$ cat config.mk
export PLATFORM = sky130hd
export DESIGN_NAME = dm_frame_streamer
export DESIGN_NICKNAME = d
export VERILOG_FILES = /design/src/rtl/dm_frame_streamer_pkg.sv /design/src/rtl/dm_stream_skid_fifo.sv /design/src/rtl/dm_frame_streamer.sv
export SDC_FILE = /design/constraint.sdc
export NUM_CORES = 1
export LEC_CHECK = 0
export CORE_ASPECT_RATIO = 1.4
export CORE_MARGIN = 2
export CORE_UTILIZATION = 48
export DETAILED_ROUTE_END_ITERATION = 6
export GPL_ROUTABILITY_DRIVEN = 0
export MAX_ROUTING_LAYER = met4
export PLACE_DENSITY = 0.71
export SLEW_MARGIN = 20
export SYNTH_ARGS = -nofsm -noshare
export SYNTH_HDL_FRONTEND = slang
export SYNTH_SLANG_ARGS = --single-unit
$ cat constraint.sdc
create_clock -name clk -period 7.55 [get_ports clk]
set_input_delay 1.51 -clock clk [delete_from_list [all_inputs] [get_ports clk]]
set_output_delay 1.51 -clock clk [all_outputs]
set_load 0.01 [all_outputs]
$ cat src/rtl/dm_frame_streamer_pkg.sv
// Shared video definitions for the frame streamer: frame geometry, pixel and
// beat types, FSM state encoding and a beat construction helper.
package dm_frame_streamer_pkg;

  localparam int IMAGE_WIDTH  = 320;
  localparam int IMAGE_HEIGHT = 240;
  localparam int TOTAL_PIXELS = IMAGE_WIDTH * IMAGE_HEIGHT;

  localparam int ADDR_W  = 17;
  localparam int PIXEL_W = 12;

  // RGB444 pixel: {R[11:8], G[7:4], B[3:0]}
  typedef logic [PIXEL_W-1:0] pixel_t;

  // One stream beat as held in the output FIFO
  typedef struct packed {
    logic   sop;
    logic   eop;
    pixel_t pixel;
  } beat_t;

  typedef enum logic [1:0] {
    ST_IDLE  = 2'd0,
    ST_FETCH = 2'd1,
    ST_DRAIN = 2'd2
  } state_t;

  function automatic beat_t make_beat(input logic sop, input logic eop, input pixel_t pixel);
    beat_t b;
    b.sop   = sop;
    b.eop   = eop;
    b.pixel = pixel;
    return b;
  endfunction

endpackage

$ cat src/rtl/dm_stream_skid_fifo.sv
// Two-entry show-ahead FIFO holding {sop,eop,pixel} beats between the frame
// RAM read port and the Avalon-ST output. The head entry is always visible.
// Flush empties the FIFO and overrides a simultaneous push.
module dm_stream_skid_fifo
  import dm_frame_streamer_pkg::*;
(
  input  logic       clk,
  input  logic       rst_n,
  input  logic       flush,
  input  logic       push,
  input  beat_t      push_beat,
  input  logic       pop,
  output beat_t      head,
  output logic [1:0] count
);

  localparam int DEPTH = 2;

  beat_t      mem_reg [DEPTH];
  logic       wr_ptr_reg;
  logic       rd_ptr_reg;
  logic [1:0] count_reg;
  logic       do_push;
  logic       do_pop;

  // The producer never pushes into a full FIFO; pop is ignored when empty
  assign do_push = push && !flush;
  assign do_pop  = pop && (count_reg != 2'd0);

  // Storage write into the slot addressed by the write pointer
  always_ff @(posedge clk or negedge rst_n) begin
    if (!rst_n) begin
      for (int i = 0; i < DEPTH; i++) begin
        mem_reg[i] <= '0;
      end
    end else if (do_push) begin
      mem_reg[wr_ptr_reg] <= push_beat;
    end
  end

  // Pointer and occupancy bookkeeping
  always_ff @(posedge clk or negedge rst_n) begin
    if (!rst_n) begin
      wr_ptr_reg <= 1'b0;
      rd_ptr_reg <= 1'b0;
      count_reg  <= 2'd0;
    end else if (flush) begin
      wr_ptr_reg <= 1'b0;
      rd_ptr_reg <= 1'b0;
      count_reg  <= 2'd0;
    end else begin
      if (do_push) wr_ptr_reg <= ~wr_ptr_reg;
      if (do_pop)  rd_ptr_reg <= ~rd_ptr_reg;
      count_reg <= count_reg + {1'b0, do_push} - {1'b0, do_pop};
    end
  end

  assign head  = mem_reg[rd_ptr_reg];
  assign count = count_reg;

endmodule

$ cat src/rtl/dm_frame_streamer.sv
// Streams a frame buffer out over Avalon-ST in raster order. Reads are issued
// against a 1-cycle-latency RAM and land in a 2-entry FIFO; rd_en is gated so
// that FIFO occupancy plus the outstanding read never exceeds the FIFO depth,
// which still allows one beat per clock. While the last pixel of a frame drains,
// the next frame's first reads are prefetched if enable is high, so back-to-back
// frames have no bubble; if enable is low at EOP acceptance the prefetched beats
// are flushed and the streamer goes idle.
module dm_frame_streamer
  import dm_frame_streamer_pkg::*;
#(
  parameter int IMAGE_WIDTH  = dm_frame_streamer_pkg::IMAGE_WIDTH,
  parameter int IMAGE_HEIGHT = dm_frame_streamer_pkg::IMAGE_HEIGHT
) (
  input  logic               clk,
  input  logic               rst_n,
  input  logic               enable,
  output logic               rd_en,
  output logic [ADDR_W-1:0]  rd_addr,
  input  logic [PIXEL_W-1:0] rd_data,
  input  logic               ready_in,
  output logic               valid_out,
  output logic               startofpacket_out,
  output logic               endofpacket_out,
  output logic [PIXEL_W-1:0] data_out,
  output logic               busy,
  output logic               frame_done
);

  localparam int               FRAME_PIXELS = IMAGE_WIDTH * IMAGE_HEIGHT;
  localparam logic [ADDR_W-1:0] LAST_ADDR   = ADDR_W'(FRAME_PIXELS - 1);

  state_t            state_reg;
  logic [ADDR_W-1:0] addr_reg;
  logic              pending_reg;     // read issued last cycle, data on rd_data now
  logic              pend_sop_reg;
  logic              pend_eop_reg;
  logic              frame_done_reg;

  beat_t      head;
  logic [1:0] fifo_count;
  logic       fifo_pop;
  logic       fifo_flush;
  logic [2:0] committed;
  logic       room;
  logic       issue;
  logic       eop_accept;

  assign valid_out  = (fifo_count != 2'd0);
  assign fifo_pop   = valid_out && ready_in;
  assign eop_accept = fifo_pop && head.eop;

  // Slots already spoken for: stored beats plus the read in flight, minus the
  // beat leaving this cycle. Cannot underflow because pop implies count >= 1.
  assign committed = {1'b0, fifo_count} + {2'b00, pending_reg} - {2'b00, fifo_pop};
  assign room      = (committed < 3'd2);

  // Prefetched next-frame beats are discarded when the frame ends with enable low
  assign fifo_flush = (state_reg == ST_DRAIN) && eop_accept && !enable;

  // Read issue decode: stream freely in FETCH, prefetch in DRAIN only if continuing
  always_comb begin
    issue = 1'b0;
    unique case (state_reg)
      ST_FETCH: issue = room;
      ST_DRAIN: issue = room && enable;
      default:  issue = 1'b0;
    endcase
  end

  // Frame FSM, address counter, read tagging and frame_done pulse
  always_ff @(posedge clk or negedge rst_n) begin
    if (!rst_n) begin
      state_reg      <= ST_IDLE;
      addr_reg       <= '0;
      pending_reg    <= 1'b0;
      pend_sop_reg   <= 1'b0;
      pend_eop_reg   <= 1'b0;
      frame_done_reg <= 1'b0;
    end else begin
      frame_done_reg <= eop_accept;
      pending_reg    <= issue;

      if (issue) begin
        pend_sop_reg <= (addr_reg == '0);
        pend_eop_reg <= (addr_reg == LAST_ADDR);
        addr_reg     <= (addr_reg == LAST_ADDR) ? '0 : addr_reg + ADDR_W'(1);
      end

      unique case (state_reg)
        ST_IDLE: begin
          if (enable) begin
            state_reg <= ST_FETCH;
            addr_reg  <= '0;
          end
        end
        ST_FETCH: begin
          if (issue && (addr_reg == LAST_ADDR)) state_reg <= ST_DRAIN;
        end
        ST_DRAIN: begin
          if (eop_accept) begin
            if (enable) begin
              state_reg <= ST_FETCH;
            end else begin
              state_reg <= ST_IDLE;
              addr_reg  <= '0;
            end
          end
        end
        default: state_reg <= ST_IDLE;
      endcase
    end
  end

  dm_stream_skid_fifo u_fifo (
    .clk       (clk),
    .rst_n     (rst_n),
    .flush     (fifo_flush),
    .push      (pending_reg),
    .push_beat (make_beat(pend_sop_reg, pend_eop_reg, rd_data)),
    .pop       (fifo_pop),
    .head      (head),
    .count     (fifo_count)
  );

  assign rd_en             = issue;
  assign rd_addr           = addr_reg;
  assign data_out          = head.pixel;
  assign startofpacket_out = valid_out && head.sop;
  assign endofpacket_out   = valid_out && head.eop;
  assign busy              = (state_reg != ST_IDLE);
  assign frame_done        = frame_done_reg;

endmodule

==> flow_summary_export.csv, run 1 <==
group,metric,value,unit
power,switchingPower,379,uW
placement,port_buffers,50,
placement,hpwlAfterDp,3.98,mm
synth,ys_top_cells_by_count,"55 x dfrtp_1, 22 x mux2_2, 22 x nor2_1",
timing,hold_viol,0,
cts,cts.clk_slew.worst_paths,0.09,ns
final_layout,largest_register_ffs,28,
synth,synth_area,2860,um2
synth,synth_top_flop_cell,"dfrtp_1",
min_path,worstHoldPathType,"reg2reg",
outcome,status,"finished clean",
power,power.total,1.19,mW
power,leakage,1.64,nW
setup_path,crit_type,"in2out",
global_route,top_usage_layer,"met2",
synth,ys_types,37,
setup_path,crit_buf_inv,5,
final_layout,post_route_cells_drive_above_1_share,0.203,
power,ir_worst_vdd,125,uV
global_route,grt_pass1_vias,1947,
timing,slew_headroom,0.509,
synth,ys_ff_latch,55,
timing,max_freq,0.166,GHz
setup_path,slowest_stage,"clkdlybuf4s50_1",
flow_run,maxCapViolCount,0,
cts,clock_path_buffers,2,
setup_path,cp-start-kind,"input pin",
floorplanning,die_w,69.2,um
floorplanning,die_y,95.3,um
global_route,use_met2,0.317,
setup_path,cp_max_fo,6,
global_route,globalRouteMet3Util,0.0381,
setup_path,worst_ep_arrival_time,4.51,ns
setup_path,reg2reg_from,"u_fifo.count[1]",
global_route,grt_pass1_wl,9.36,mm
setup_path,crit_cells,11,
synth,yosysMostFrequentCell,"dfrtp_1",
power,p_int,811,uW
timing,setup_violations,0,
setup_path,worstSetupEndpoint,"rd_en",
cts,cts-root-buf,"clkbuf_8",
drt,post_drt_wl_per_cell,15.4,um
power,swShare,0.318,
synth,synthTopCellsByArea,"dfrtp_1 48%, mux2_4 11%, mux2_2 8.7%",
cts,cts-resized-gates,0,
drt,postRouteAntennaNets,0,
final_layout,stdcell_count,360,
synth,yosysTopAreaCell,"dfrtp_1",
setup_path,end_kind,"output port",
setup_path,ff2ff_setup_slack,4.22,ns
synth,postSynthCellCount,237,
floorplanning,start_util,0.490,
power,p_per_area,339,nW/um2
cts,holdBufCountCts,0,
timing,tightest_slew,0.736,ns
floorplanning,dieArea,6590,um2
synth,synth_edf_count,0,
synth,yosys_warnings,0,
cts,insertion_delay,0.31,ns
drt,drcViolationCount,0,
timing,hold_ws,0.514,ns
timing,drv_slew,0,
timing,period_minus_slack,6.02,ns
setup_path,cp_top_family,"buffers and inverters",
final_layout,final_nets,316,
cts,numClockSinks,55,
placement,placed_cells_incl_taps,352,
final_layout,n_antenna_cell,0,
synth,synth_nets,264,
timing,rsz0062_at_grt,"no",
timing,fin_worst_skew,0.00523,ns
synth,seq_area_frac_synth,0.482,
global_route,antenna_found_initial,0,
drt,drt_first_pass_iters,4,
cts,h-tree-depth,2,
global_route,groute.usage.overall,0.184,
power,power_frac_clock,0.191,
power,seqPwrFrac,0.381,
global_route,grt_max_degree,56,
final_layout,syn2layout_area_growth,23.0,%
drt,wirelength,5.55,mm
timing,period_share,0.797,
synth,synthArstFlopShare,1.00,
power,combPwrFrac,0.428,
synth,syn_area_per_cell,12.0,um2
setup_path,max_stage_delay,0.56,ns
floorplanning,num_rows,33,
setup_path,crit_chain,"clkdlybuf4s50_1, o21ai_1, inv_1, ha_1, inv_1, nand2_1, fa_1, nand2_1, or3_1, inv_1, clkdlybuf4s50_1",
setup_path,timing.rr.end,"state_reg[1]",
cts,cts_buffers,5,
global_route,grt.met1_usage,0.218,
final_layout,final_core_util,0.603,
drt,vias,1929,
cts,post_cts_buffers,0,
synth,synth.top_cell.area_share,0.482,
setup_path,crit_path_start,"ready_in",
drt,viasPerCell,5.36,
setup_path,cp.required,6.04,ns
floorplanning,core,5820,um2
global_route,grt_overflow,0,
setup_path,crit_top_cell,"inv_1",
cts,tritoncts,"done",
timing,fin_tns_setup,0,ns
drt,drt_iter0_markers,105,
floorplanning,pin_count,51,
setup_path,rr_worst_depth,11,
-- worst min-delay path by stage --
stage / startpoint / to / slack, ns / cells after the start
floorplan: pend_eop_reg / pend_eop_reg / 0.47 / 2
global route: u_fifo.mem_reg[10] / u_fifo.mem_reg[10] / 0.52 / 1
detailed placement: u_fifo.mem_reg[7] / u_fifo.mem_reg[7] / 0.49 / 1
finish: u_fifo.mem_reg[16] / u_fifo.mem_reg[16] / 0.51 / 1
global placement: u_fifo.mem_reg[3] / u_fifo.mem_reg[3] / 0.48 / 1
CTS: u_fifo.mem_reg[10] / u_fifo.mem_reg[10] / 0.51 / 1
-- stage by stage --
| step | setup slack, ns | area (um2) |
|---|---|---|
| after global routing | 1.31 | 3510 |
| after floorplan | 2.65 | 2860 |
| after CTS | 1.52 | 3510 |
| after global placement | 1.60 | 3380 |
| after detailed placement | 1.54 | 3380 |
| final | 1.53 | 3510 |
-- area by class of cell --
cell class                      count  area (um2)
Timing Repair Buffer               51         503
Inverter                           12        45.0
Multi-Input combinational cell    164        1370
Tap cell                           70        87.6
Clock inverter                      2        60.1
Sequential cell                    55        1380
Fill cell                         503        2310
Clock buffer                        6        72.6
-- power groups by stage --
stage          clock [mW]  combinational (mW)  sequential [mW]
2_1_floorplan           0               0.374            0.428
3_3_place_gp            0               0.505            0.454
3_5_place_dp            0               0.515            0.460
4_1_cts             0.233               0.518            0.454
5_1_grt             0.245               0.561            0.467
6_report            0.227               0.510            0.453
-- routing by layer --
metal / vias to the layer above / share of wire / routed length (um)
met5: - / 0 / 0
met4: 0 / 0.015 / 81
met3: 9 / 0.036 / 197
met2: 48 / 0.51 / 2810
met1: 947 / 0.44 / 2460
li1: 925 / - / -
-- cell usage in the layout (no fill, tap or decap), types with 3 or more instances in the layout --
cell / count
or3_1: 3
nand3_1: 9
dfrtp_1: 55
inv_1: 12
mux2_4: 20
mux2_2: 22
nor4_1: 4
nand2_1: 18
nand4_1: 4
a21oi_1: 8
xnor2_1: 5
nor2_1: 22
clkdlybuf4s50_1: 49
clkbuf_8: 5
o21ai_0: 6
xor2_1: 11
ha_1: 10
-- cells by family (layout without fill, tap and decap cells) --
family                     Yosys count  in the layout  share of synthesized area
and+or+nand+nor                     77             77                      0.149
DFF                                 55             55                      0.482
muxes                               44             44                      0.199
buffers and inverters               18             71                     0.0394
AOI/OAI and AO/OA                   16             16                     0.0307
xor gates and xnor gates            16             16                     0.0491
adders and majority gates           11             11                     0.0508
(Power assumes the default switching activity.)
==> run 2, diff against run 1 <==
==> constraint.sdc (replaced) <==
create_clock -name clk -period 6.2 [get_ports clk]
set_input_delay 1.24 -clock clk [delete_from_list [all_inputs] [get_ports clk]]
set_output_delay 1.24 -clock clk [all_outputs]
set_load 0.01 [all_outputs]
==> flow_summary_export.csv, run 2 (same netlist as run 1, synthesis figures left out) <==
group,metric,value,unit
power,p_per_area,413,nW/um2
timing,setup_violations,0,
drt,viasPerCell,5.32,
final_layout,syn2layout_area_growth,23.0,%
timing,drv_slew,0,
drt,vias,1916,
drt,drt_iter0_markers,80,
final_layout,final_nets,316,
cts,holdBufCountCts,0,
final_layout,register_area,1380,um2
power,power_frac_clock,0.191,
floorplanning,pin_count,51,
final_layout,stdcell_count,360,
floorplanning,die_y,95.3,um
setup_path,cp_max_fo,6,
global_route,groute.usage.overall,0.184,
cts,tritoncts,"done",
timing,tightest_slew,0.723,ns
power,seqPwrFrac,0.380,
setup_path,cp.required,4.96,ns
drt,drt_first_pass_iters,4,
floorplanning,die_w,69.2,um
drt,wirelength,5.52,mm
cts,clock_path_buffers,2,
final_layout,layout_common_cells,"55 x dfrtp_1, 49 x clkdlybuf4s50_1, 22 x nor2_1, 22 x mux2_2, 20 x mux2_4",
drt,drcViolationCount,0,
cts,cts.clk_slew.worst_paths,0.09,ns
cts,cts-resized-gates,0,
placement,placed_cells_incl_taps,352,
timing,hold_viol,0,
power,ir_worst_vdd,194,uV
final_layout,n_antenna_cell,0,
cts,h-tree-depth,2,
global_route,grt_max_degree,56,
floorplanning,start_util,0.490,
placement,hpwlAfterDp,3.94,mm
timing,slew_headroom,0.518,
cts,cts_buffers,5,
final_layout,largest_register_ffs,28,
power,swShare,0.318,
global_route,grt_pass1_vias,1966,
power,switchingPower,462,uW
drt,post_drt_wl_per_cell,15.3,um
global_route,antenna_found_initial,0,
setup_path,end_kind,"output port",
cts,insertion_delay,0.31,ns
timing,period_minus_slack,5.48,ns
timing,fin_worst_skew,0.00523,ns
setup_path,crit_type,"in2out",
global_route,grt_pass1_wl,9.43,mm
placement,port_buffers,50,
floorplanning,num_rows,33,
final_layout,post_route_cells_drive_above_1_share,0.203,
final_layout,n_fill_cell,484,
setup_path,cp-start-kind,"input pin",
min_path,worstHoldPathType,"reg2reg",
flow_run,maxCapViolCount,0,
final_layout,layout_commonest_cell,"dfrtp_1",
power,p_int,989,uW
timing,period_share,0.884,
timing,max_freq,0.182,GHz
global_route,grt_overflow,0,
power,combPwrFrac,0.429,
cts,numClockSinks,55,
final_layout,multi_input_area,1370,um2
outcome,status,"finished clean",
floorplanning,dieArea,6590,um2
timing,fin_tns_setup,0,ns
cts,cts-root-buf,"clkbuf_8",
drt,postRouteAntennaNets,0,
power,leakage,1.64,nW
cts,post_cts_buffers,0,
floorplanning,core,5820,um2
setup_path,worst_ep_arrival_time,4.24,ns
timing,rsz0062_at_grt,"no",
## run 2: cell counts in the layout (fill, tap and decap cells not counted)
Identical to the previous run, type by type.
## run 2: cell type report
cell class                      instances  share of cell area
Clock buffer                            6              0.0207
Timing Repair Buffer                   51               0.143
Sequential cell                        55               0.392
Multi-Input combinational cell        164               0.389
Clock inverter                          2              0.0171
Inverter                               12              0.0128
Tap cell                               70              0.0249
## run 2: final timing paths
kind / slack [ns] / end / cells past startpoint / from
min in group asynchronous: 1.05 / u_fifo.mem_reg[15] / 2 / rst_n
max reg2reg: 2.82 / state_reg[0] / 11 / u_fifo.count[1]
max: 0.72 / rd_en / 11 / ready_in
min: 0.51 / u_fifo.mem_reg[8] / 1 / u_fifo.mem_reg[8]
min reg2reg: 0.51 / u_fifo.mem_reg[8] / 1 / u_fifo.mem_reg[8]
max in group asynchronous: 4.70 / rd_addr[4] / 2 / rst_n
## run 2: power by group through the flow
| stage | sequential (mW) | combinational (mW) | clock (mW) |
|---|---|---|---|
| 2_1_floorplan | 0.521 | 0.455 | 0 |
| 3_3_place_gp | 0.554 | 0.615 | 0 |
| 3_5_place_dp | 0.560 | 0.628 | 0 |
| 4_1_cts | 0.553 | 0.631 | 0.284 |
| 5_1_grt | 0.567 | 0.682 | 0.296 |
| 6_report | 0.551 | 0.622 | 0.277 |
## run 2: per-stage QoR
stage          total power, mW  worst slack, ns  utilization  instance area (um2)  hold WS [ns]
2_1_floorplan            0.977             1.84            -                 2860         0.469
3_3_place_gp              1.17            0.785        0.580                 3380         0.484
3_5_place_dp              1.19            0.743        0.580                 3380         0.491
4_1_cts                   1.47            0.711        0.603                 3510         0.513
5_1_grt                   1.55            0.527        0.603                 3510         0.528
6_report                  1.45            0.717        0.603                 3510         0.510
## run 2: critical path: stages
cell	delay, ns
clkdlybuf4s50_1	0.39
o21ai_1	0.21
inv_1	0.11
ha_1	0.28
inv_1	0.08
nand2_1	0.07
fa_1	0.52
nand2_1	0.14
or3_1	0.47
inv_1	0.17
clkdlybuf4s50_1	0.56
## run 2: metal layers
metal,vias up,wire (um),track usage
met5,-,0,-
met4,0,60,0.0458
met3,6,259,0.0412
met2,48,2750,0.315
met1,944,2450,0.223
li1,918,-,-
